$ cat config.mk
export PLATFORM = sky130hd
export DESIGN_NAME = seguidor_linea_pwm
export DESIGN_NICKNAME = d
export VERILOG_FILES = /design/src/rtl/seguidor_linea_pwm.sv
export SDC_FILE = /design/constraint.sdc
export NUM_CORES = 1
export LEC_CHECK = 0
export CAP_MARGIN = 20
export CORE_ASPECT_RATIO = 1.75
export CORE_MARGIN = 10
export CORE_UTILIZATION = 43
export DETAILED_ROUTE_END_ITERATION = 16
export GPL_ROUTABILITY_DRIVEN = 0
export GPL_TIMING_DRIVEN = 1
export PLACE_DENSITY_LB_ADDON = 0.08
export SLEW_MARGIN = 20
export SYNTH_ARGS = -nofsm -noshare
export SYNTH_HDL_FRONTEND = slang
export SYNTH_SLANG_ARGS = --single-unit
$ cat constraint.sdc
create_clock -name clk -period 2.3 [get_ports clk]
set_input_delay 0.46 -clock clk [delete_from_list [all_inputs] [get_ports clk]]
set_output_delay 0.46 -clock clk [all_outputs]
set_load 0.05 [all_outputs]
$ cat src/rtl/seguidor_linea_pwm.sv
// Line-follower controller: synchronised, debounced N-sensor array steering a
// five-state FSM whose per-state duties drive two glitch-free PWM generators.
module seguidor_linea_pwm #(
  parameter int N_SENS       = 3,
  parameter int PWM_BITS     = 8,
  parameter int SPEED_FWD    = 200,
  parameter int SPEED_TURN   = 120,
  parameter int DEB_CYCLES   = 4,
  parameter int LOST_TIMEOUT = 1000000
) (
  input  logic              clk,
  input  logic              reset,
  input  logic [N_SENS-1:0] sensor,
  output logic              ENA,
  output logic              IN1,
  output logic              ENB,
  output logic              IN3,
  output logic [2:0]        state
);

  localparam int CIDX   = N_SENS / 2;
  localparam int DEB_W  = (DEB_CYCLES > 1) ? $clog2(DEB_CYCLES) : 1;
  localparam int LOST_W = (LOST_TIMEOUT > 1) ? $clog2(LOST_TIMEOUT) : 1;
  localparam logic [DEB_W-1:0]    DEB_LAST  = DEB_W'(DEB_CYCLES - 1);
  localparam logic [LOST_W-1:0]   LOST_LAST = LOST_W'(LOST_TIMEOUT - 1);
  localparam logic [PWM_BITS-1:0] DUTY_FWD  = PWM_BITS'(SPEED_FWD);
  localparam logic [PWM_BITS-1:0] DUTY_TURN = PWM_BITS'(SPEED_TURN);

  if ((N_SENS < 3) || ((N_SENS % 2) == 0)) begin : g_chk_nsens
    $error("seguidor_linea_pwm: N_SENS must be odd and at least 3");
  end
  if (DEB_CYCLES < 1) begin : g_chk_deb
    $error("seguidor_linea_pwm: DEB_CYCLES must be at least 1");
  end
  if (LOST_TIMEOUT < 1) begin : g_chk_lost
    $error("seguidor_linea_pwm: LOST_TIMEOUT must be at least 1");
  end
  if (PWM_BITS < 1) begin : g_chk_pwm
    $error("seguidor_linea_pwm: PWM_BITS must be at least 1");
  end

  typedef enum logic [2:0] {
    ST_STOP   = 3'd0,
    ST_FOLLOW = 3'd1,
    ST_TURN_L = 3'd2,
    ST_TURN_R = 3'd3,
    ST_SEARCH = 3'd4
  } state_t;

  logic [N_SENS-1:0]   r_sync_p0, r_sync_p1, r_prev_p2, r_filt;
  logic [DEB_W-1:0]    r_deb, w_deb_nxt;
  logic                w_accept;
  logic                w_c, w_l, w_r, w_center, w_left, w_right;
  state_t              r_state, w_state_nxt;
  logic                r_last_right;
  logic [LOST_W-1:0]   r_lost;
  logic [PWM_BITS-1:0] w_duty_l, w_duty_r, w_duty_l_eff, w_duty_r_eff;
  logic                w_dir_l, w_dir_r, w_load;
  logic [PWM_BITS-1:0] r_cnt, r_duty_l, r_duty_r;
  logic                r_ena, r_enb, r_in1, r_in3;

  // Stage p0/p1: two-flop synchroniser; p2: previous synchronised sample
  always_ff @(posedge clk) begin
    if (reset) begin
      r_sync_p0 <= '0;
      r_sync_p1 <= '0;
      r_prev_p2 <= '0;
    end else begin
      r_sync_p0 <= sensor;
      r_sync_p1 <= r_sync_p0;
      r_prev_p2 <= r_sync_p1;
    end
  end

  // The stable count saturates, so a held vector keeps being re-accepted unchanged.
  always_comb begin
    w_deb_nxt = '0;
    if (r_sync_p1 == r_prev_p2) begin
      w_deb_nxt = (r_deb == DEB_LAST) ? r_deb : r_deb + 1'b1;
    end
  end

  assign w_accept = (w_deb_nxt == DEB_LAST);

  // Debounced vector boundary
  always_ff @(posedge clk) begin
    if (reset) begin
      r_deb  <= '0;
      r_filt <= '0;
    end else begin
      r_deb <= w_deb_nxt;
      if (w_accept) r_filt <= r_sync_p1;
    end
  end

  assign w_c      = r_filt[CIDX];
  assign w_l      = |r_filt[N_SENS-1:CIDX+1];
  assign w_r      = |r_filt[CIDX-1:0];
  assign w_center = w_c | (w_l & w_r);
  assign w_left   = w_l & ~w_r & ~w_c;
  assign w_right  = w_r & ~w_l & ~w_c;

  always_ff @(posedge clk) begin
    if (reset) r_state <= ST_STOP;
    else       r_state <= w_state_nxt;
  end

  always_comb begin
    w_state_nxt = r_state;
    if (w_center)      w_state_nxt = ST_FOLLOW;
    else if (w_left)   w_state_nxt = ST_TURN_L;
    else if (w_right)  w_state_nxt = ST_TURN_R;
    else begin
      case (r_state)
        ST_FOLLOW, ST_TURN_L, ST_TURN_R: w_state_nxt = ST_SEARCH;
        ST_SEARCH: w_state_nxt = (r_lost == LOST_LAST) ? ST_STOP : ST_SEARCH;
        default:   w_state_nxt = ST_STOP;
      endcase
    end
  end

  // Lost counter only runs while search continues; any other path discards it.
  always_ff @(posedge clk) begin
    if (reset) begin
      r_last_right <= 1'b0;
      r_lost       <= '0;
    end else begin
      if (w_left)       r_last_right <= 1'b0;
      else if (w_right) r_last_right <= 1'b1;
      if ((r_state == ST_SEARCH) && (w_state_nxt == ST_SEARCH)) r_lost <= r_lost + 1'b1;
      else                                                      r_lost <= '0;
    end
  end

  always_comb begin
    w_duty_l = '0;
    w_duty_r = '0;
    w_dir_l  = 1'b1;
    w_dir_r  = 1'b1;
    case (r_state)
      ST_FOLLOW: begin
        w_duty_l = DUTY_FWD;
        w_duty_r = DUTY_FWD;
      end
      ST_TURN_L: begin
        w_duty_l = DUTY_TURN;
        w_duty_r = DUTY_FWD;
      end
      ST_TURN_R: begin
        w_duty_l = DUTY_FWD;
        w_duty_r = DUTY_TURN;
      end
      ST_SEARCH: begin
        w_duty_l = DUTY_TURN;
        w_duty_r = DUTY_TURN;
        if (r_last_right) w_dir_r = 1'b0;
        else              w_dir_l = 1'b0;
      end
      default: ;
    endcase
  end

  // The compare at cnt==0 already uses the duty being loaded, so every
  // period is evaluated against a single duty value.
  assign w_load       = (r_cnt == '0);
  assign w_duty_l_eff = w_load ? w_duty_l : r_duty_l;
  assign w_duty_r_eff = w_load ? w_duty_r : r_duty_r;

  // PWM output register boundary
  always_ff @(posedge clk) begin
    if (reset) begin
      r_cnt    <= '0;
      r_duty_l <= '0;
      r_duty_r <= '0;
      r_ena    <= 1'b0;
      r_enb    <= 1'b0;
      r_in1    <= 1'b1;
      r_in3    <= 1'b1;
    end else begin
      r_cnt <= r_cnt + 1'b1;
      if (w_load) begin
        r_duty_l <= w_duty_l;
        r_duty_r <= w_duty_r;
        r_in1    <= w_dir_l;
        r_in3    <= w_dir_r;
      end
      r_ena <= (r_cnt < w_duty_l_eff);
      r_enb <= (r_cnt < w_duty_r_eff);
    end
  end

  assign ENA   = r_ena;
  assign ENB   = r_enb;
  assign IN1   = r_in1;
  assign IN3   = r_in3;
  assign state = r_state;

endmodule
* Word level (Yosys, flattened, before mapping)
Index checks and enable logic that the tools add are counted.
** Operators by class
- $add $sub $neg :: 3
- $mul :: 0
- Div/mod/pow operators :: 0
- $lt $le $gt $ge :: 2
- Equality and inequality tests :: 9
- Shifts and indexed selects :: 0
- Muxes and demuxes :: 15
- Bitwise operators :: 10
- Reduce and logical (&&, ||, !) cells :: 9
** Operators with widths (number)
- $pmux W8 S2 :: 2
- $add A20 B1 Y20 const B :: 1
- $eq A20 B20 Y1 const B :: 1
- $lt A8 B8 Y1 :: 2
- $mux W8 :: 2
- $mux W3 :: 4
- $reduce_or A2 Y1 :: 6
- $add A8 B1 Y8 const B :: 1
- $logic_not A8 Y1 :: 1
- $eq A3 B2 Y1 const B :: 2
- $eq A3 B3 Y1 const B :: 2
- $pmux W3 S2 :: 1
- $and A1 B1 Y1 :: 5
- $eq A2 B2 Y1 const B :: 2
- $mux W1 :: 4
- $mux W2 :: 2
- $not A1 Y1 :: 4
- $eq A3 B1 Y1 const B :: 1
- $eq A3 B3 Y1 :: 1
- $reduce_or A3 Y1 :: 1
- $add A2 B1 Y2 const B :: 1
- $logic_and A1 B1 Y1 :: 1
- $or A1 B1 Y1 :: 1
** Word-level totals
- Register bits after elaboration :: 66
- Latch bits :: 0
- Memory bits (writable) :: 0
- Bits in read-only memories :: 0
- Input port bits :: 5
- Output and inout bits :: 7
- Word-level logic and storage cells :: 63
- Memories kept :: 0

* Logic depth before layout (Yosys ltp)
Gate-level depths: netlist of the first run.
- Depth after elaboration :: 10
- Gate-level depth with buffers :: 11
- Depth with buffers taken out :: 10

* Least setup slack after synthesis of the first run
No wires, ideal clock.
- Path type :: register to register
- Start point :: reg r_state[2] (netlist: state[2])
- End point :: reg r_ena (netlist: ENA)
- Setup time :: 114 ps
- Data arrival time :: 2579 ps
- Data required time :: 2186 ps
- Setup slack :: -394 ps
- Cell stages (with the launch flop) :: 8
- Buffers on the path :: 0
- Clock period less this slack :: 2694 ps
- Cells stage by stage :: dfxtp_1 or3b_2 a211oi_1 a21oi_1 ha_1 a21oi_1 o21ai_0 a2111oi_0
** On the way
- Cells in the longest elaborated chain, start to end :: 5
- Elaborated cells between the ends (all ways) :: 9
- Classes of those cells :: 1 x order compare; 4 x eq/ne; 2 x mux; 2 x reduce/logical
** RTL lines
- start: declaration :: RTL line 54 : state_t r_state, w_state_nxt;
- start signal: assignment :: RTL line 105 : else r_state <= w_state_nxt;
- $eq A3 B3 Y1, or another cell as far along :: RTL line 140 : case (r_state)
- $reduce_or A2 Y1 (no source line)
- $pmux W8 S2 (*) :: RTL line 140
- $mux W8 (*)
- $lt A8 B8 Y1 (*) :: RTL line 187 : r_ena <= (r_cnt < w_duty_l_eff);
- end signal: assignment :: RTL line 187
- end: declaration :: RTL line 60 : logic r_ena, r_enb, r_in1, r_in3;
Every way passes the cells marked *; elsewhere a longest branch is shown, timed or not.
A chain may end at the register's enable or synchronous reset.

* Worst setup path in the final report of the first run
- Start point :: reg r_cnt[0]
- End point :: reg r_ena (netlist: ENA)
** On the way
- Cells in the longest elaborated chain, start to end :: 3
** RTL lines
- start: declaration :: RTL line 59 : logic [PWM_BITS-1:0] r_cnt, r_duty_l, r_duty_r;
- start signal: assignment :: RTL line 180 : r_cnt <= r_cnt + 1'b1;
- $logic_not A8 Y1 :: RTL line 165 : assign w_load = (r_cnt == '0);
- $mux W8
- $lt A8 B8 Y1 (*) :: RTL line 187
Marks and branches as above.

==> results of run 1 <==
worst reg2reg max path: stages, from the launching register on:
cell	delay (ns)
dfxtp_2	0.32
inv_2	0.06
ha_4	0.12
or3b_4	0.44
buf_6	0.15
nor4_4	0.30
a21oi_2	0.07
ha_1	0.29
a21o_1	0.16
a21oi_1	0.14
nor2b_1	0.07
a2111oi_2	0.20
cell families after synthesis:
group,Yosys count
simple gates,134
flops,66
compound gates,45
xor+xnor,25
fa+ha+maj,17
buf+inv,16
mux,3
timing repair:
action,4_1_cts,5_1_grt
resized for setup,5,14
pin swaps,2,1
hold buffers,0,0
setup endpoints to repair,2,2
routing by layer:
metal | global-route usage [%] | wire [um]
met5 | 0 | 0
met4 | 8.60 | 306
met3 | 3.65 | 227
met2 | 23.7 | 3470
met1 | 13.0 | 2410
layout make-up:
| cell class | instances | area [sq um] | share of cell area, % |
|---|---|---|---|
| multi-input cells | 224 | 1540 | 41.1 |
| flip-flops and latches | 66 | 1330 | 35.4 |
| repair buffers | 54 | 449 | 12.0 |
| clock buffers | 11 | 253 | 6.73 |
| well taps | 82 | 103 | 2.73 |
| clock inverters | 5 | 52.6 | 1.40 |
| inverters | 7 | 26.3 | 0.700 |
final timing paths:
| kind | slack [ns] | to | cells after the start |
|---|---|---|---|
| setup / recovery | -0.11 | ENA | 11 |
| hold / removal | 0.44 | r_sync_p1[0] | 1 |
| setup reg to reg | -0.11 | ENA | 11 |
| hold reg to reg | 0.44 | r_sync_p1[0] | 1 |
metrics by stage:
step | worst slack (ns) | area [sq um]
finish | -0.110 | 3760
global placement | -0.147 | 3390
global route | -0.248 | 3760
CTS | -0.170 | 3710
floorplan | 0.0115 | 2890
detailed placement | -0.234 | 3390
registers in the layout, summed over array words and instances, names as in the netlist:
name,cells
ENA,1
ENB,1
IN1,1
IN3,1
r_cnt,8
r_deb,2
r_duty_l,8
r_duty_r,8
r_filt,3
r_last_right,1
r_lost,20
r_prev_p2,3
r_sync_p0,3
r_sync_p1,3
state,3
power by group through the flow:
stage          logic, uW  clock network [uW]  registers (uW)
2_1_floorplan        108                   0            1230
3_3_place_gp         245                   0            1210
3_5_place_dp         248                   0            1210
4_1_cts              253                1410            1180
5_1_grt              289                1450            1190
6_report             267                1370            1190
placed cells by master (no fill, tap or decap), types with 4 or more instances in the layout:
master / n
nor3_1: 8
xnor2_1: 14
ha_1: 16
xor2_1: 11
and2_1: 5
clkbuf_16: 9
o21ai_0: 7
dfxtp_1: 61
nor2b_1: 13
and3_1: 4
a21oi_1: 17
nor2_1: 43
nand2_1: 10
inv_1: 5
o21ai_1: 4
buf_4: 41
nand4_1: 8
dfxtp_2: 4
clkdlybuf4s50_1: 11
nand3_1: 14
nor4_1: 5
==> reports/summary.log, run 1 <==
qor: logic_synthesis.synth_simple_gate_area_share 25.0%
qor: sta.rsz0062_at_grt true
qor: finish.syn2layout_area_growth 32.4%
qor: worst_setup_path.largest_fanout_of_any_net_on_the_critical_path 5
qor: finish.final_net_count 384
qor: logic_synthesis.async_flop_share 0%
qor: logic_synthesis.synth_fp_nets 328
qor: logic_synthesis.ys_top_cells_by_area dfxtp_1 (47%), ha_1 (7.5%), nor2_1 (5.8%)
qor: clock_network.cts_sinks 66
qor: run_status.result_of_the_run finished with violations
qor: floorplanning.fp.dieArea 0.0104 sq mm
qor: logic_synthesis.synthesis.instances 306
qor: sta.drv_slew 0
qor: worst_setup_path.timing.critical_path.slowest_cell_delay 0.44 ns
qor: finish.fillCellCount 597
qor: logic_synthesis.yosys.area.top_type_share 46.6%
qor: clock_network.clock_tree.htree_level_count 3
qor: sta.final_setup_violations 2
qor: logic_synthesis.ys.warnings.count 0
qor: sta.setup_slack -0.110 ns
qor: worst_setup_path.critical_path.startpoint r_cnt[0]
qor: sta.timing.hold.ws 0.437 ns
qor: flow_run.maximum_capacitance_violations 0
qor: sta.max-slew-margin-rel 66.3%
qor: grt.antenna_found_initial 0
qor: clock_network.clock_latency 0.33 ns
qor: hold_path.hold_path_startpoint r_sync_p0[0]
qor: logic_synthesis.synth-adder-area-share 7.50%
qor: routing.drt_wl_total 6.41 mm
qor: logic_synthesis.synth-xor-area-share 7.72%
qor: clock_network.number_of_buffers_created_by_cts 9
qor: floorplanning.die_height 127 um
qor: floorplanning.floorplan.io_pins 12
qor: grt.grt_start_max_net_pins 43
qor: worst_setup_path.reg2reg_from r_cnt[0]
qor: logic_synthesis.synth_ff_type dfxtp_1
qor: logic_synthesis.synth_area_leader_cell dfxtp_1
qor: power_and_ir_drop.p_total 2820 uW
qor: clock_network.postCtsSetupRepairBufs 0
qor: logic_synthesis.synth.most_common_cell dfxtp_1
qor: power_and_ir_drop.p_sw_share 22.6%
qor: routing.first_iter_violations 116
qor: power_and_ir_drop.leakage 0.00144 uW
qor: logic_synthesis.synth_top_family_by_area simple AND/OR/NAND/NOR gates
qor: sta.final.period_utilization 105%
qor: finish.antenna_cells 0
qor: sta.final.setup_skew 0.00680 ns
qor: floorplanning.dieWidth 81.4 um
qor: sta.fmaxAchievable 415 MHz
qor: finish.drive_gt1_share 22.9%
qor: worst_setup_path.critical_path_arrival 2.64 ns
qor: power_and_ir_drop.comb_power_share 9.4%
qor: routing.drt_pre_antenna_iters 4
qor: power_and_ir_drop.p_int 2190 uW
qor: placed_design.placed_cells_incl_taps 433
qor: sta.worst_margin_slew 0.504 ns
qor: grt.number_of_global_route_vias_before_repair 2333
qor: sta.totalNegativeSetupSlack -0.198 ns
qor: power_and_ir_drop.share_clk_of_total_power 48.6%
qor: worst_setup_path.critical-path-top-delay-family simple AND/OR/NAND/NOR gates
qor: logic_synthesis.syn_avg_cell_area 9.27 sq um
qor: sta.period_needed 2.41 ns
qor: placed_design.dpl.hpwl 4.82 mm
qor: worst_setup_path.worstSetupEndpointType flop
qor: hold_path.worst_hold_path_type flop to flop
qor: clock_network.cts_tree done
qor: logic_synthesis.synth_area 0.00284 sq mm
qor: grt.globalRoute.totalOverflow 0
qor: logic_synthesis.synth-seq-cells 66
qor: grt.grt_util_all_layers 13.4%
qor: worst_setup_path.critical-path-slowest-cell or3b_4
qor: routing.detailed_route_wire_length_per_cell 14.3 um
qor: power_and_ir_drop.seq_power_share 42.0%
qor: logic_synthesis.synth_edf_count 0
qor: power_and_ir_drop.switching_power 637 uW
qor: power_and_ir_drop.max-vdd-ir-drop 0.534 mV
qor: floorplanning.rows 39
qor: routing.drt_drc_violations_left 0
qor: worst_setup_path.worstPathRequired 2.53 ns
qor: finish.utilization 57.9%
qor: run_status.failing_checks negative setup slack
qor: worst_setup_path.path_cells inv_2 -> ha_4 -> or3b_4 -> buf_6 -> nor4_4 -> a21oi_2 -> ha_1 -> a21o_1 -> a21oi_1 -> nor2b_1 -> a2111oi_2
qor: clock_network.cts.path.max_buffers 2
qor: clock_network.path_clk_slew 0.06 ns
qor: worst_setup_path.critPathBufInv 2
qor: clock_network.cts_root_buf clkbuf_16
qor: placed_design.port_buffers 11
qor: logic_synthesis.post_synth_mux_area_share 1.06%
qor: floorplanning.initial_core_util 43.7%
qor: finish.fin_cells 449
qor: sta.finalHoldViolations 0
qor: routing.vias 2344
qor: power_and_ir_drop.power-per-cell-area 752 mW/mm^2
qor: logic_synthesis.synth_compound_gate_area_share 9.70%
qor: logic_synthesis.yosysSeqAreaShare 46.6%
qor: routing.route.antenna.remaining_nets 0
qor: floorplanning.core_box_area 0.00649 sq mm
qor: worst_setup_path.timing_worst_setup_path_type flop to flop
qor: logic_synthesis.synth_commonest_cells dfxtp_1 (66), nor2_1 (44), a21oi_1 (18), ha_1 (17)
qor: logic_synthesis.post_synth_num_cell_types 40
qor: routing.drt-vias-per-instance 5.22
qor: grt.wire_length_of_the_first_global_routing_pass 10.8 mm
qor: worst_setup_path.critPathLaunchType flop
Note: power is estimated with default switching activity, not from simulation.
==> run 2, diff against run 1 <==
--- a/config.mk
+++ b/config.mk
@@ -12,6 +12,7 @@
 export DETAILED_ROUTE_END_ITERATION = 16
 export GPL_ROUTABILITY_DRIVEN = 0
 export GPL_TIMING_DRIVEN = 1
+export MAX_ROUTING_LAYER = met4
 export PLACE_DENSITY_LB_ADDON = 0.08
 export SLEW_MARGIN = 20
 export SYNTH_ARGS = -nofsm -noshare
==> run 2 against run 1 <==
The flow still finishes with violations (negative setup slack). Critical endpoint unchanged. Combinational power is essentially flat. Critical path depth did not move. Fmax is essentially flat. Design area is the same. Sequential cell count unchanged. Critical path type unchanged.
==> reports/summary.log, run 2 (synthesis gave the netlist of run 1 again) <==
qor: worst_setup_path.critical_path_arrival 2.64 ns
qor: power_and_ir_drop.p_total 2820 uW
qor: routing.route.antenna.remaining_nets 0
qor: sta.final.setup_skew 0.00710 ns
qor: finish.number_of_flip_flops_in_the_largest_register 20
qor: finish.layout.cells.most_common_list dfxtp_1 (61), nor2_1 (43), buf_4 (41)
qor: floorplanning.die_height 127 um
qor: worst_setup_path.r2r_cells 11
qor: floorplanning.dieWidth 81.4 um
qor: worst_setup_path.timing_worst_setup_path_type flop to flop
qor: run_status.result_of_the_run finished with violations
qor: sta.worst_margin_slew 0.504 ns
qor: routing.detailed_route_wire_length_per_cell 14.3 um
qor: power_and_ir_drop.share_clk_of_total_power 48.6%
qor: clock_network.cts_tree done
qor: sta.final.period_utilization 105%
qor: grt.wire_length_of_the_first_global_routing_pass 10.7 mm
qor: clock_network.path_clk_slew 0.06 ns
qor: floorplanning.fp.dieArea 0.0104 sq mm
qor: sta.max-slew-margin-rel 66.3%
qor: worst_setup_path.worstSetupEndpointType flop
qor: worst_setup_path.timing.critical_path.slowest_cell_delay 0.44 ns
qor: finish.final_net_count 384
qor: routing.drt_wl_total 6.43 mm
qor: floorplanning.rows 39
qor: routing.drt_pre_antenna_iters 4
qor: hold_path.hold_path_depth 1
qor: clock_network.cts.path.max_buffers 2
qor: placed_design.dpl.hpwl 4.82 mm
qor: flow_run.maximum_capacitance_violations 0
qor: worst_setup_path.worstPathRequired 2.53 ns
qor: grt.antenna_found_initial 0
qor: hold_path.hold_path_startpoint r_sync_p0[0]
qor: run_status.failing_checks negative setup slack
qor: placed_design.placed_cells_incl_taps 433
qor: worst_setup_path.crit-reg2reg-capture ENA
qor: hold_path.worst_hold_path_type flop to flop
qor: clock_network.cts_root_buf clkbuf_16
qor: worst_setup_path.critPathBufInv 2
qor: worst_setup_path.critical-path-slowest-cell or3b_4
qor: finish.antenna_cells 0
qor: floorplanning.core_box_area 0.00649 sq mm
qor: floorplanning.floorplan.io_pins 12
qor: finish.fin_cells 449
qor: worst_setup_path.path_cells inv_2 -> ha_4 -> or3b_4 -> buf_6 -> nor4_4 -> a21oi_2 -> ha_1 -> a21o_1 -> a21oi_1 -> nor2b_1 -> a2111oi_2
qor: worst_setup_path.reg2reg_from r_cnt[0]
qor: finish.drive_gt1_share 22.9%
qor: sta.period_needed 2.41 ns
qor: clock_network.cts_sinks 66
qor: power_and_ir_drop.power-per-cell-area 752 mW/mm^2
qor: placed_design.placed_area 0.00339 sq mm
qor: sta.rsz0062_at_grt true
qor: power_and_ir_drop.p_sw_share 22.5%
qor: finish.postLayoutCellArea 0.00376 sq mm
qor: floorplanning.initial_core_util 43.7%
qor: worst_setup_path.critical_path.startpoint r_cnt[0]
qor: worst_setup_path.largest_fanout_of_any_net_on_the_critical_path 5
qor: routing.drt-vias-per-instance 5.18
qor: power_and_ir_drop.seq_power_share 42.0%
qor: clock_network.clock_tree.htree_level_count 3
qor: finish.utilization 57.9%
qor: worst_setup_path.setup.reg_to_reg.worst_slack -0.11 ns
qor: grt.grt_start_max_net_pins 43
qor: routing.drt_drc_violations_left 0
qor: routing.first_iter_violations 108
qor: routing.vias 2328
qor: clock_network.clock_latency 0.33 ns
qor: clock_network.ctsHoldBuffers 0
qor: worst_setup_path.critical-path-top-delay-family simple AND/OR/NAND/NOR gates
qor: placed_design.port_buffers 11
qor: grt.globalRoute.totalOverflow 0
qor: finish.regMostFlops r_lost
qor: power_and_ir_drop.leakage 0.00144 uW
qor: hold_path.holdPathEnd r_sync_p1[0]
qor: power_and_ir_drop.comb_power_share 9.5%
qor: finish.commonest_non_fill_non_tap_cell_in_the_layout dfxtp_1
qor: placed_design.dp_slack -0.234 ns
qor: sta.finalHoldViolations 0
qor: worst_setup_path.critPathLaunchType flop
qor: sta.setup_slack -0.110 ns
qor: clock_network.number_of_buffers_created_by_cts 9
qor: grt.number_of_global_route_vias_before_repair 2331
qor: grt.grt_util_all_layers 13.8%
qor: sta.fmaxAchievable 415 MHz
qor: sta.drv_slew 0
qor: sta.final_setup_violations 2
qor: power_and_ir_drop.p_int 2190 uW
qor: finish.syn2layout_area_growth 32.4%
qor: power_and_ir_drop.max-vdd-ir-drop 0.534 mV
qor: power_and_ir_drop.switching_power 637 uW
==> run 2: worst max path at each step <==
stage	endpoint	slack (ns)	cells after the start
finish	ENA	-0.11	11
detailed placement	ENA	-0.23	11
global placement	ENA	-0.15	9
floorplan	ENA	0.01	8
global route	ENB	-0.25	7
CTS	ENA	-0.17	8
==> run 2: what timing repair did <==
item	in CTS	in global routing
gates resized for setup	5	14
setup endpoints to repair	2	2
pin swaps	2	1
buffers inserted	0	0
==> run 2: layout make-up <==
class                           count  area [sq um]
Clock buffer                       11           253
Sequential cell                    66          1330
Timing Repair Buffer               54           449
Inverter                            7          26.3
Clock inverter                      5          52.6
Multi-Input combinational cell    224          1540
Fill cell                         597          2730
Tap cell                           82           103
==> run 2: power by group through the flow <==
stage          sequential (uW)  combinational, uW  clock (uW)
6_report                  1190                267        1370
5_1_grt                   1190                289        1450
4_1_cts                   1180                253        1410
3_5_place_dp              1210                248           0
3_3_place_gp              1210                245           0
2_1_floorplan             1230                108           0
==> run 2: routing by layer <==
metal | wire length (um) | part of all wire (%) | global-route usage [%] | vias to the layer above
met5 | 0 | 0 | - | -
met4 | 264 | 4.1 | 8.90 | 0
met3 | 221 | 3.4 | 3.44 | 16
met2 | 3520 | 55 | 23.8 | 34
met1 | 2420 | 38 | 12.9 | 1078
li1 | - | - | - | 1200
==> run 2: worst reg2reg max path, delay by kind of cell (launching register included) <==
family	cells	cell delay, ns
buf+inv	2	0.21
simple gates	3	0.81
compound gates	4	0.57
fa+ha+maj	2	0.41
flops	1	0.32
==> run 2: per-stage QoR <==
stage	hold WS [ns]	TNS (ns)
final	0.437	-0.198
after global routing	0.461	-0.483
after CTS	0.439	-0.301
after detailed placement	0.427	-0.431
after global placement	0.419	-0.261
after floorplan	0.414	0
==> run 3, diff against run 2 <==
--- a/config.mk
+++ b/config.mk
@@ -7,8 +7,8 @@
 export LEC_CHECK = 0
 export CAP_MARGIN = 20
 export CORE_ASPECT_RATIO = 1.75
-export CORE_MARGIN = 10
-export CORE_UTILIZATION = 43
+export CORE_MARGIN = 2
+export CORE_UTILIZATION = 54
 export DETAILED_ROUTE_END_ITERATION = 16
 export GPL_ROUTABILITY_DRIVEN = 0
 export GPL_TIMING_DRIVEN = 1
==> run 3 against run 2 <==
The run ends with design-rule violations, negative setup slack left. Cell count decreased by 8.9%. Combinational power about the same. Critical path depth decreased by 3. Sequential cell count unchanged. Die area decreased by 43%. Register-to-register slack about the same. Non-clock buffer count decreased by 12. Sequential share of layout area increased by 2.2 points. Clock power decreased by 30%. Largest cell class unchanged.
==> reports/summary.log, run 3 (synthesis gave the netlist of run 1 again) <==
qor: placed_design.placed_area 0.00323 sq mm
qor: routing.vias 2323
qor: worst_setup_path.reg2reg_from r_cnt[6]
qor: sta.final.period_utilization 104%
qor: worst_setup_path.setup.reg_to_reg.worst_slack -0.10 ns
qor: routing.route.antenna.remaining_nets 0
qor: placed_design.port_buffers 11
qor: sta.max-slew-margin-rel 63.0%
qor: power_and_ir_drop.power-per-cell-area 681 mW/mm^2
qor: hold_path.hold_path_startpoint r_sync_p0[2]
qor: sta.final.setup_skew 0.00951 ns
qor: routing.drt-vias-per-instance 5.68
qor: clock_network.clock_latency 0.34 ns
qor: floorplanning.dieWidth 58.8 um
qor: worst_setup_path.worstPathRequired 2.53 ns
qor: routing.drt_drc_violations_left 1
qor: sta.final_setup_violations 1
qor: floorplanning.fp.dieArea 0.00587 sq mm
qor: clock_network.cts_sinks 66
qor: finish.syn2layout_area_growth 24.7%
qor: finish.layout.cells.most_common_list dfxtp_1 (60), nor2_1 (43), buf_4 (31)
qor: sta.period_needed 2.40 ns
qor: run_status.failing_checks design-rule violations, negative setup slack
qor: routing.drt_wl_total 5.99 mm
qor: worst_setup_path.r2r_cells 8
qor: routing.detailed_route_wire_length_per_cell 14.6 um
qor: grt.grt_util_all_layers 23.6%
qor: sta.drv_slew 0
qor: clock_network.number_of_buffers_created_by_cts 9
qor: finish.postLayoutCellArea 0.00354 sq mm
qor: worst_setup_path.largest_fanout_of_any_net_on_the_critical_path 5
qor: worst_setup_path.timing.critical_path.slowest_cell_delay 0.61 ns
qor: clock_network.cts.path.max_buffers 2
qor: sta.setup_slack -0.102 ns
qor: clock_network.cts_tree done
qor: hold_path.hold_path_depth 1
qor: power_and_ir_drop.comb_power_share 11.2%
qor: power_and_ir_drop.seq_power_share 49.2%
qor: power_and_ir_drop.switching_power 613 uW
qor: floorplanning.core_box_area 0.00502 sq mm
qor: run_status.result_of_the_run finished with violations
qor: hold_path.holdPathEnd r_sync_p1[2]
qor: worst_setup_path.crit-reg2reg-capture ENA
qor: sta.fmaxAchievable 416 MHz
qor: placed_design.dpl.hpwl 4.37 mm
qor: worst_setup_path.critPathBufInv 0
qor: worst_setup_path.worstSetupEndpointType flop
qor: power_and_ir_drop.p_int 1800 uW
qor: sta.totalNegativeSetupSlack -0.102 ns
qor: worst_setup_path.critical-path-top-delay-family simple AND/OR/NAND/NOR gates
qor: power_and_ir_drop.share_clk_of_total_power 39.6%
qor: floorplanning.rows 34
qor: floorplanning.floorplan.io_pins 12
qor: grt.number_of_global_route_vias_before_repair 2328
qor: power_and_ir_drop.p_sw_share 25.5%
qor: grt.wire_length_of_the_first_global_routing_pass 10.3 mm
qor: worst_setup_path.critical_path_arrival 2.63 ns
qor: finish.antenna_cells 0
qor: flow_run.maximum_capacitance_violations 0
qor: grt.grt_start_max_net_pins 43
qor: finish.drive_gt1_share 22.0%
qor: power_and_ir_drop.leakage 0.00133 uW
qor: worst_setup_path.path_cells or4_4 -> nor4_4 -> a21oi_2 -> ha_1 -> a21o_1 -> a21oi_2 -> nor2b_1 -> a2111oi_0
qor: clock_network.path_clk_slew 0.08 ns
qor: sta.finalHoldViolations 0
qor: finish.commonest_non_fill_non_tap_cell_in_the_layout dfxtp_1
qor: floorplanning.initial_core_util 56.5%
qor: worst_setup_path.critical-path-slowest-cell or4_4
qor: finish.regMostFlops r_lost
qor: finish.utilization 70.5%
qor: grt.globalRoute.totalOverflow 0
qor: clock_network.clock_tree.htree_level_count 3
qor: grt.antenna_found_initial 0
qor: worst_setup_path.critPathLaunchType flop
qor: worst_setup_path.timing_worst_setup_path_type flop to flop
qor: sta.rsz0062_at_grt true
qor: clock_network.cts_root_buf clkbuf_8
qor: routing.drt_pre_antenna_iters 12
qor: hold_path.worst_hold_path_type flop to flop
qor: worst_setup_path.critical_path.most_common_cell a21oi_2
qor: floorplanning.die_height 99.9 um
qor: finish.final_net_count 372
qor: routing.first_iter_violations 93
qor: finish.number_of_flip_flops_in_the_largest_register 20
qor: power_and_ir_drop.max-vdd-ir-drop 0.475 mV
qor: sta.worst_margin_slew 0.541 ns
-- run 3: changes by cell type in the layout (fill, tap and decap cells not counted), sizes merged --
cell / change
buf: -12
clkbuf: -2
clkinv: +2
-- run 3: worst max-delay path by stage --
| stage | startpoint | end | slack (ns) | cells after the start |
|---|---|---|---|---|
| global placement | r_cnt[7] | ENB | -0.15 | 7 |
| global route | r_cnt[6] | ENA | -0.20 | 8 |
| floorplan | r_cnt[7] | ENA | 0.01 | 8 |
| CTS | r_cnt[7] | ENA | -0.1 | 8 |
| detailed placement | r_cnt[1] | ENB | -0.24 | 9 |
| finish | r_cnt[6] | ENA | -0.10 | 8 |
-- run 3: repair_timing --
item	4_1_cts	5_1_grt
hold buffers	0	0
gates resized for setup	15	9
setup buffers	3	1
endpoints found under the setup margin	2	2
pin swaps	5	9
-- run 3: power by group through the flow --
stage / registers (uW) / logic (uW) / clock network (uW)
6_report: 1180 / 270 / 955
5_1_grt: 1190 / 294 / 1020
4_1_cts: 1180 / 251 / 979
3_5_place_dp: 1210 / 226 / 0
3_3_place_gp: 1210 / 224 / 0
2_1_floorplan: 1230 / 108 / 0
-- run 3: cell type report --
class | count | area [sq um]
fillers | 397 | 1480
multi-input cells | 224 | 1580
well taps | 54 | 67.6
clock buffers | 9 | 124
inverters | 7 | 26.3
clock inverters | 7 | 70.1
flip-flops and latches | 66 | 1330
repair buffers | 42 | 343
-- run 3: worst reg2reg max path, stage by stage, from the launching register on --
cell and delay (ns):
dfxtp_2 0.33, or4_4 0.61, nor4_4 0.37, a21oi_2 0.08, ha_1 0.32, a21o_1 0.17
a21oi_2 0.12, nor2b_1 0.05, a2111oi_0 0.25
-- run 3: stage by stage --
step	total power, uW	setup WS (ns)	cells	hold WS, ns
floorplan	1340	0.0115	306	0.414
global placement	1430	-0.154	389	0.419
detailed placement	1440	-0.244	389	0.430
CTS	2410	-0.0973	408	0.443
global route	2500	-0.200	409	0.450
finish	2410	-0.102	409	0.432
-- run 3: metal layers --
layer	vias to the layer above	routed length [um]	track usage (%)
met3	18	141	5.93
met4	0	242	13.3
met2	35	3200	40.3
met1	1094	2410	23.6
met5	-	0	-
li1	1176	-	-
